[config.mk]
export PLATFORM = sky130hd
export DESIGN_NAME = adder_tree_feeder_flat
export DESIGN_NICKNAME = d
export VERILOG_FILES = /design/src/rtl/adder_feed_pkg.sv /design/src/rtl/adder_tree_feeder_if.sv /design/src/rtl/adder_feed_collector.sv /design/src/rtl/adder_tree_feeder.sv /design/src/flat_wrapper.sv
export SDC_FILE = /design/constraint.sdc
export NUM_CORES = 1
export LEC_CHECK = 0
export CAP_MARGIN = 20
export CORE_AREA = 2 2 146 148
export DETAILED_ROUTE_END_ITERATION = 8
export DIE_AREA = 0 0 148 150
export PLACE_DENSITY = 0.76
export SLEW_MARGIN = 20
export SYNTH_ARGS = -nofsm -noshare
export SYNTH_HDL_FRONTEND = slang
export SYNTH_SLANG_ARGS = --single-unit
[constraint.sdc]
create_clock -name clk -period 2.1 [get_ports clk]
set_input_delay 0.42 -clock clk [delete_from_list [all_inputs] [get_ports clk]]
set_output_delay 0.42 -clock clk [all_outputs]
set_load 0.1 [all_outputs]
[src/rtl/adder_feed_pkg.sv]
// -----------------------------------------------------------------------------
// adder_feed_pkg
// Shared constants and types for the adder-tree feeder block.
//   WIDTH    operand width per lane
//   LANES    lanes per group (tree depth 3, so fixed at 8)
//   TREE_LAT cycles from the lane launch edge to a valid tree_sum
//   SUM_W    full tree result width (WIDTH + log2(LANES))
//   IDX_W    lane index width
//   CNT_W    operand count width (1..8 needs 4 bits)
//   WAIT_W   wait counter width
// Optional feature macro used by the block: ADDER_FEED_PARTIAL_EN
// -----------------------------------------------------------------------------
package adder_feed_pkg;

    localparam int WIDTH    = 23;
    localparam int LANES    = 8;
    localparam int TREE_LAT = 2;
    localparam int SUM_W    = WIDTH + 3;
    localparam int IDX_W    = 3;
    localparam int CNT_W    = 4;
    localparam int WAIT_W   = (TREE_LAT > 1) ? $clog2(TREE_LAT) : 1;

    typedef enum logic [1:0] {FILL, LAUNCH, WAIT, HOLD} feed_state_t;

endpackage

[src/rtl/adder_tree_feeder_if.sv]
// -----------------------------------------------------------------------------
// adder_tree_feeder_if
// Operand stream and result stream of the adder-tree feeder.
//   s_valid/s_ready/s_data/s_last  operand beats (s_last only used when
//                                  ADDER_FEED_PARTIAL_EN is defined)
//   m_valid/m_ready/m_sum/m_count  result with operand count
// Modports:
//   slave  - the feeder itself (consumes operands, produces results)
//   master - the environment (produces operands, consumes results)
// -----------------------------------------------------------------------------
interface adder_tree_feeder_if;
    import adder_feed_pkg::*;

    logic             s_valid;
    logic             s_ready;
    logic [WIDTH-1:0] s_data;
    logic             s_last;

    logic             m_valid;
    logic             m_ready;
    logic [SUM_W-1:0] m_sum;
    logic [CNT_W-1:0] m_count;

    modport slave (
        input  s_valid, s_data, s_last, m_ready,
        output s_ready, m_valid, m_sum, m_count
    );

    modport master (
        output s_valid, s_data, s_last, m_ready,
        input  s_ready, m_valid, m_sum, m_count
    );

endinterface

[src/rtl/adder_feed_collector.sv]
// -----------------------------------------------------------------------------
// adder_feed_collector
// Lane register file for one operand group: each accepted beat is written to
// lane[idx] and idx advances. clear empties every lane and rewinds idx so that
// lanes not written by a short group read as zero.
// Ports:
//   clk, rst   clock, synchronous active-high reset
//   clear      empty all lanes, idx = 0
//   wr_en      accepted operand beat
//   wr_data    operand to store in lane[idx]
//   lane_data  packed lanes, lane k at [k*WIDTH +: WIDTH]
//   idx        index of the next lane to be written
// -----------------------------------------------------------------------------
module adder_feed_collector
    import adder_feed_pkg::*;
(
    input  logic                   clk,
    input  logic                   rst,
    input  logic                   clear,
    input  logic                   wr_en,
    input  logic [WIDTH-1:0]       wr_data,
    output logic [LANES*WIDTH-1:0] lane_data,
    output logic [IDX_W-1:0]       idx
);

    logic [WIDTH-1:0] lane_q [LANES];

    // NOTE: the lane array is reset on purpose: unwritten lanes must read as
    // zero because the tree adds all eight of them.
    always_ff @(posedge clk) begin
        if (rst || clear) begin
            for (int k = 0; k < LANES; k++) begin
                lane_q[k] <= '0;
            end
            idx <= '0;
        end else if (wr_en) begin
            // NOTE: non-blocking so every register here updates from pre-edge values.
            lane_q[idx] <= wr_data;
            idx         <= idx + IDX_W'(1);
        end
    end

    // NOTE: lane_data gets a default before the loop so no latch can be inferred.
    always_comb begin
        lane_data = '0;
        for (int k = 0; k < LANES; k++) begin
            lane_data[k*WIDTH +: WIDTH] = lane_q[k];
        end
    end

endmodule

[src/rtl/adder_tree_feeder.sv]
// -----------------------------------------------------------------------------
// adder_tree_feeder
// Collects a serial operand stream into 8 parallel lanes, launches them into an
// external adder tree with a one-cycle strobe, waits the fixed tree latency,
// captures the full-width sum and returns it on a valid/ready result port.
// Ports:
//   clk, rst    clock, synchronous active-high reset
//   bus         adder_tree_feeder_if.slave (operand stream + result stream)
//   lane_data   packed lanes to the tree, lane 0 = first beat of the group
//   lane_valid  one-cycle launch strobe to the tree
//   tree_sum    sum returned by the tree, valid TREE_LAT cycles after launch
// Configuration:
//   ADDER_FEED_PARTIAL_EN  when defined, a beat with s_last=1 closes the group
//                          early; otherwise s_last is ignored and every group
//                          is exactly 8 beats.
// -----------------------------------------------------------------------------
module adder_tree_feeder
    import adder_feed_pkg::*;
(
    input  logic                   clk,
    input  logic                   rst,
    adder_tree_feeder_if.slave     bus,
    output logic [LANES*WIDTH-1:0] lane_data,
    output logic                   lane_valid,
    input  logic [SUM_W-1:0]       tree_sum
);

    feed_state_t       state;
    logic [WAIT_W-1:0] wait_cnt;
    logic [CNT_W-1:0]  grp_count;
    logic [SUM_W-1:0]  m_sum_q;
    logic [CNT_W-1:0]  m_count_q;
    logic [IDX_W-1:0]  idx;
    logic              beat;
    logic              last_beat;
    logic              res_hs;

    // s_ready is gated by rst directly so it is low for the whole reset pulse
    // and rises in the first cycle after it.
    assign bus.s_ready = (state == FILL) && !rst;
    assign beat        = bus.s_valid && bus.s_ready;
    assign lane_valid  = (state == LAUNCH);
    assign bus.m_valid = (state == HOLD);
    assign res_hs      = bus.m_valid && bus.m_ready;
    assign bus.m_sum   = m_sum_q;
    assign bus.m_count = m_count_q;

`ifdef ADDER_FEED_PARTIAL_EN
    assign last_beat = beat && ((idx == IDX_W'(LANES - 1)) || bus.s_last);
`else
    assign last_beat = beat && (idx == IDX_W'(LANES - 1));
    logic unused_s_last;
    assign unused_s_last = bus.s_last;
`endif

    // Lanes are emptied on the result handshake, i.e. on the way back to FILL,
    // and stay constant from launch until the sum is captured.
    adder_feed_collector u_collector (
        .clk       (clk),
        .rst       (rst),
        .clear     (res_hs),
        .wr_en     (beat),
        .wr_data   (bus.s_data),
        .lane_data (lane_data),
        .idx       (idx)
    );

    always_ff @(posedge clk) begin
        if (rst) begin
            state     <= FILL;
            wait_cnt  <= '0;
            grp_count <= '0;
            m_sum_q   <= '0;
            m_count_q <= '0;
        end else begin
            case (state)
                FILL: begin
                    if (last_beat) begin
                        state     <= LAUNCH;
                        // idx still points at the lane being written this cycle.
                        grp_count <= CNT_W'(idx) + CNT_W'(1);
                    end
                end
                LAUNCH: begin
                    state    <= WAIT;
                    wait_cnt <= WAIT_W'(TREE_LAT - 1);
                end
                WAIT: begin
                    // The launch edge counts as the first tree cycle, so the
                    // capture lands exactly TREE_LAT edges after it.
                    if (wait_cnt == '0) begin
                        state     <= HOLD;
                        m_sum_q   <= tree_sum;
                        m_count_q <= grp_count;
                    end else begin
                        wait_cnt <= wait_cnt - WAIT_W'(1);
                    end
                end
                HOLD: begin
                    if (bus.m_ready) begin
                        state <= FILL;
                    end
                end
                default: state <= FILL;
            endcase
        end
    end

endmodule

[src/flat_wrapper.sv]
// flat-port wrapper written by rule: the top's interface ports become plain ports
module adder_tree_feeder_flat import adder_feed_pkg::*;
  (clk, rst, lane_data, lane_valid, tree_sum, bus_s_valid, bus_s_data, bus_s_last, bus_m_ready, bus_s_ready, bus_m_valid, bus_m_sum, bus_m_count);
  adder_tree_feeder_if bus_i ();
  input  logic clk;
  input  logic rst;
  output logic [LANES*WIDTH-1:0] lane_data;
  output logic lane_valid;
  input  logic [SUM_W-1:0] tree_sum;
  input wire logic [$bits(bus_i.s_valid)-1:0] bus_s_valid;
  input wire logic [$bits(bus_i.s_data)-1:0] bus_s_data;
  input wire logic [$bits(bus_i.s_last)-1:0] bus_s_last;
  input wire logic [$bits(bus_i.m_ready)-1:0] bus_m_ready;
  output wire logic [$bits(bus_i.s_ready)-1:0] bus_s_ready;
  output wire logic [$bits(bus_i.m_valid)-1:0] bus_m_valid;
  output wire logic [$bits(bus_i.m_sum)-1:0] bus_m_sum;
  output wire logic [$bits(bus_i.m_count)-1:0] bus_m_count;
  assign bus_i.s_valid = bus_s_valid;
  assign bus_i.s_data = bus_s_data;
  assign bus_i.s_last = bus_s_last;
  assign bus_i.m_ready = bus_m_ready;
  assign bus_s_ready = bus_i.s_ready;
  assign bus_m_valid = bus_i.m_valid;
  assign bus_m_sum = bus_i.m_sum;
  assign bus_m_count = bus_i.m_count;
  adder_tree_feeder u_core (.clk(clk), .rst(rst), .bus(bus_i), .lane_data(lane_data), .lane_valid(lane_valid), .tree_sum(tree_sum));
endmodule
==> results of run 1 <==
-- sequential cells by signal (all words and copies together) (netlist names) --
signal	flops
u_core.wait_cnt	1
u_core.grp_count	4
u_core.bus.m_count	4
u_core.bus.m_sum	26
u_core.state	2
u_core.u_collector.lane_q	184
u_core.u_collector.idx	3
-- cell type report --
cell class              count  area (sq um)
well taps                 275           344
inverters                   3          13.8
flip-flops and latches    224          6330
clock inverters            15          88.8
repair buffers            301          2560
clock buffers              28           616
multi-input cells         331          2130
fillers                  1650          8600
-- synthesized netlist by cell type (all sizes together) --
master	n	share of area [%]
a211oi	2	0.18
a21oi	31	1.8
a221o	1	0.12
and2	185	14
buf	18	1.1
clkbuf	11	0.48
dfxtp	40	9.4
edfxtp	184	65
ha	6	0.88
inv	3	0.16
mux2i	6	0.70
nand2	62	2.7
nand2b	13	0.95
nand3b	1	0.23
nand4b	1	0.10
nor2	5	0.22
nor2b	3	0.22
nor3	4	0.23
nor4	8	1.9
or2	1	0.073
or3	1	0.073
xnor2	1	0.10
-- cell families after synthesis --
family	share of synthesized area, %
and+or+nand+nor	20.3
DFF	74.1
xor gates and xnor gates	0.103
AOI/OAI and AO/OA	2.11
buffers and inverters	1.73
adders and majority gates	0.880
muxes	0.704
-- worst max-delay path by stage --
stage | endpoint | slack (ns) | depth (start not counted)
after floorplan | u_core.u_collector.lane_q[6][0] | -0.13 | 5
after global placement | u_core.u_collector.lane_q[7][13] | -0.15 | 5
after detailed placement | u_core.u_collector.lane_q[7][18] | -0.19 | 5
after CTS | bus_s_ready | 0.02 | 5
after global routing | bus_s_ready | 0.01 | 5
final | bus_s_ready | 0.09 | 5
-- metal layers --
metal,up-vias,GRT usage [%]
met5,-,0
met4,0,8.10
met3,49,4.57
met2,231,30.9
met1,2586,21.5
li1,2610,-
-- power breakdown --
group | total [mW] | internal (mW) | switching (mW)
sequential | 5.01 | 4.96 | 0.0521
clock | 3.75 | 2.10 | 1.64
combinational | 1.88 | 0.384 | 1.50
-- stage by stage --
step | area, sq um | cells | util (%) | setup slack [ns]
6_report | 12100 | 1177 | 58.4 | 0.0886
5_1_grt | 12100 | 1177 | 58.4 | 0.0150
4_1_cts | 12100 | 1177 | 58.4 | 0.0250
3_5_place_dp | 11400 | 1134 | 54.9 | -0.186
3_3_place_gp | 11400 | 1134 | 54.9 | -0.150
2_1_floorplan | 8580 | 587 | - | -0.126
-- worst max-delay path, delay by kind of cell, from the launching register on --
kind | cells | cell delay, ns
flip-flops | 1 | 0.34
AND/OR/NAND/NOR | 1 | 0.15
adder cells (fa/ha/maj) | 1 | 0.17
buffers and inverters | 3 | 0.42
-- repair_timing --
action / CTS / global route
pin swaps: 1 / 0
setup endpoints to repair: 1 / 1
gates resized for setup: 4 / 2
==> summary.txt, run 1 <==
Total Power -> 10.6 mW
met2 wire length -> 10,200 um
Total GRT Usage -> 18.0%
worst-margin pin slew -> 0.607 ns
worst skew pair latency -> 0.51 ns
critical path class -> reg -> out
DRT iter0 DRCs -> 242
post-synth net total -> 647
Rows -> 53
Fin. Hold Viols -> 0
top achievable clock speed -> 497 MHz
layout cells sized above 1 -> 34.1%
fin crit share -> 95.8%
mean post-synth cell area -> 14.5 sq um
via count -> 5,476
slowest library cell on the worst path -> dfxtp_2
r2r worst-path depth -> 5
Worst R2R End -> u_core.u_collector.lane_q[7][14]
critical-path cell list -> inv_1 > ha_4 > buf_4 > nor2b_4 > buf_12
Top Metal Used -> met4
largest net degree at the start of global routing -> 31
worst r2r src -> u_core.state[0]
Seq/Total Area, Yosys -> 74.1%
die area -> 22,200 sq um
first-pass GRT wire length -> 30,400 um
startpoint types -> flip-flop
core area -> 20,700 sq um
synth warn -> 0
Synth-to-Final Area Change -> 41.7%
max_cap viols -> 0
die width -> 148 um
wl on met1 -> 7940 um
synthesized cell area -> 8530 sq um
CTS buffer count -> 24
Detailed Route WL -> 20,600 um
Die Ht -> 150 um
Reg clk slew, reported paths -> 0.06 ns
synth unique cells -> 26
drt via density -> 4.65
Pwr Density -> 880 nW/um^2
Post-layout nets -> 945
I/O pin cnt -> 271
most frequent cells in the layout -> buf_4 (235), and2_1 (184), edfxtp_1 (184)
Synth Register Bits -> 224
Hold Crit Depth -> 2
Worst VDD drop -> 0.708 mV
TritonRoute pass-1 iters -> 6
CTS Buffer Depth -> 3
number of global-route vias before repair -> 5,357
DRC errors left -> 0
Initial Util -> 41.2%
Worst Hold Endpoint -> u_core.bus.m_sum[10]
Setup crit end kind -> output pin
Post-CTS Setup Inserts -> 0
Pins Over Slew Limit -> 0
Fin Setup TNS -> 0 ns
Hold-fix buffers, CTS -> 0
Max stage delay on crit path -> 0.34 ns
skew final -> 0.0159 ns
arrival time at the worst endpoint -> 1.59 ns
post-DP HPWL -> 14,500 um
hold_sp -> u_core.bus.m_sum[10]
HP Class -> reg -> reg
gpl congestion -> 0.801
met3 WL post-DR -> 1550 um
DR WL/cell -> 17.5 um
Port Buffers -> 269
CTS tree -> built
worst-path maximum fanout -> 4
H-tree lvl count -> 1
FF-to-FF setup slack -> 0.19 ns
critical path data required time -> 1.68 ns
Antenna Cells -> 0
most common cell after layout, fill and taps aside -> buf_4
clock sink total -> 224
total gr overflow -> 0
Hold WS -> 0.453 ns
outcome -> complete, no violations
cell count after synthesis -> 587
CTS root buf -> clkbuf_16
initial antenna violation count -> 0
headroom to the max-slew limit -> 59.5%
RSZ-0062 raised after global routing -> no
CP startpoint -> u_core.state[1]
Antenna Nets Post-Route -> 0
Leak -> 4.91 nW
setup violators final -> 0
Final Critical Period -> 2.01 ns
No activity file was read; power rests on OpenSTA's default activity.
==> run 2, diff against run 1 <==
CAP_MARGIN = not set   (was 20)
CTS_CLUSTER_DIAMETER = 50   (was not set)
==> summary.txt, run 2 (synthesis gave the netlist of run 1 again) <==
Initial Util -> 41.2%
Fin. Hold Viols -> 0
FF-to-FF setup slack -> 0.19 ns
Worst VDD drop -> 0.618 mV
TritonRoute pass-1 iters -> 4
worst-margin pin slew -> 0.605 ns
skew final -> 0.0126 ns
Worst R2R End -> u_core.u_collector.lane_q[7][17]
DR WL/cell -> 17.5 um
CTS buffer count -> 26
fin crit share -> 96.1%
die width -> 148 um
gpl congestion -> 0.801
Port Buffers -> 269
largest net degree at the start of global routing -> 31
via count -> 5,504
Biggest register -> u_core.u_collector.lane_q
Hold Crit Depth -> 2
Detailed Route WL -> 20,600 um
die area -> 22,200 sq um
layout cells sized above 1 -> 34.7%
I/O pin cnt -> 271
first-pass GRT wire length -> 30,300 um
Antenna Cells -> 0
outcome -> complete, no violations
CTS tree -> built
clock sink total -> 224
H-tree lvl count -> 1
Final Critical Period -> 2.02 ns
Leak -> 4.97 nW
Worst Hold Endpoint -> u_core.bus.m_sum[15]
max reg flops -> 184
top achievable clock speed -> 495 MHz
DRT iter0 DRCs -> 262
critical path data required time -> 1.68 ns
core area -> 20,700 sq um
Setup crit end kind -> output pin
CTS root buf -> clkbuf_16
RSZ-0062 raised after global routing -> no
Reg clk slew, reported paths -> 0.05 ns
Total GRT Usage -> 17.9%
DRC errors left -> 0
r2r worst-path depth -> 5
number of global-route vias before repair -> 5,359
Hold-fix buffers, CTS -> 0
worst skew pair latency -> 0.51 ns
post-DP HPWL -> 14,500 um
Cells after DPL -> 1,134
initial antenna violation count -> 0
HP Class -> reg -> reg
startpoint types -> flip-flop
max_cap viols -> 0
Post-layout nets -> 947
setup violators final -> 0
Pwr Density -> 916 nW/um^2
critical path class -> reg -> out
Die Ht -> 150 um
Fin Setup TNS -> 0 ns
worst r2r src -> u_core.state[1]
worst-path maximum fanout -> 4
Rows -> 53
arrival time at the worst endpoint -> 1.60 ns
Post-CTS Setup Inserts -> 0
CTS Buffer Depth -> 3
Synth-to-Final Area Change -> 43.1%
Non-Filler Instances -> 1,179
Antenna Nets Post-Route -> 0
Pins Over Slew Limit -> 0
hold_sp -> u_core.bus.m_sum[15]
headroom to the max-slew limit -> 59.6%
total gr overflow -> 0
most frequent cells in the layout -> buf_4 (235), and2_1 (184), edfxtp_1 (184)
most common cell after layout, fill and taps aside -> buf_4
drt via density -> 4.67
[run 2: changes by cell type in the layout (fill, tap and decap cells not counted), sizes merged]
cell    change
clkinv      -7
clkbuf      +5
bufinv      +2
inv         +2
[run 2: power breakdown]
| part | internal [mW] | switching (mW) | total, mW |
|---|---|---|---|
| registers | 4.96 | 0.0514 | 5.01 |
| clock network | 2.61 | 1.68 | 4.29 |
| logic | 0.384 | 1.50 | 1.88 |
[run 2: layer usage]
layer | track usage, % | vias to the layer above | wire length, um
met2 | 30.6 | 232 | 10300
met3 | 4.45 | 54 | 1720
li1 | - | 2625 | -
met5 | 0 | - | 0
met1 | 21.6 | 2593 | 7790
met4 | 8.00 | 0 | 792
[run 2: timing repair]
action / in CTS / in global routing
gates resized for setup: 4 / 2
pin swaps: 1 / 0
endpoints found under the hold margin: 0 / 0
endpoints found under the setup margin: 1 / 1
[run 2: final cells by class]
class	instances	area, sq um
fill	1621	8480
sequential	224	6330
timing repair buffer	301	2560
multi-input combinational	331	2130
clock buffer	33	698
tap	275	344
clock inverter	12	129
inverter	3	13.8
[run 2: worst max-delay path by stage]
stage                    startpoint                                to  cells after the start
CTS                 u_core.state[0]                       bus_s_ready                      5
finish              u_core.state[1]                       bus_s_ready                      5
global route        u_core.state[1]                       bus_s_ready                      5
detailed placement      bus_m_ready  u_core.u_collector.lane_q[7][18]                      5
global placement                rst  u_core.u_collector.lane_q[7][13]                      5
floorplan           u_core.state[1]   u_core.u_collector.lane_q[6][0]                      5
[run 2: worst max-delay path, cell delays in order, from the launching register on]
cell and delay [ns]:
dfxtp_2 0.34, inv_1 0.12, ha_4 0.17, buf_4 0.12, nor2b_4 0.15, buf_12 0.18
[run 2: per-stage QoR]
stage | total power [mW] | instance area [sq um] | utilization [%] | setup slack (ns) | hold slack (ns)
final | 11.2 | 12200 | 59.0 | 0.0811 | 0.452
after global routing | 11.5 | 12200 | 59.0 | 0.0115 | 0.457
after CTS | 11.3 | 12200 | 59.0 | 0.0185 | 0.435
after detailed placement | 7.00 | 11400 | 54.9 | -0.186 | 0.447
after global placement | 6.99 | 11400 | 54.9 | -0.150 | 0.442
after floorplan | 6.44 | 8580 | - | -0.126 | 0.432
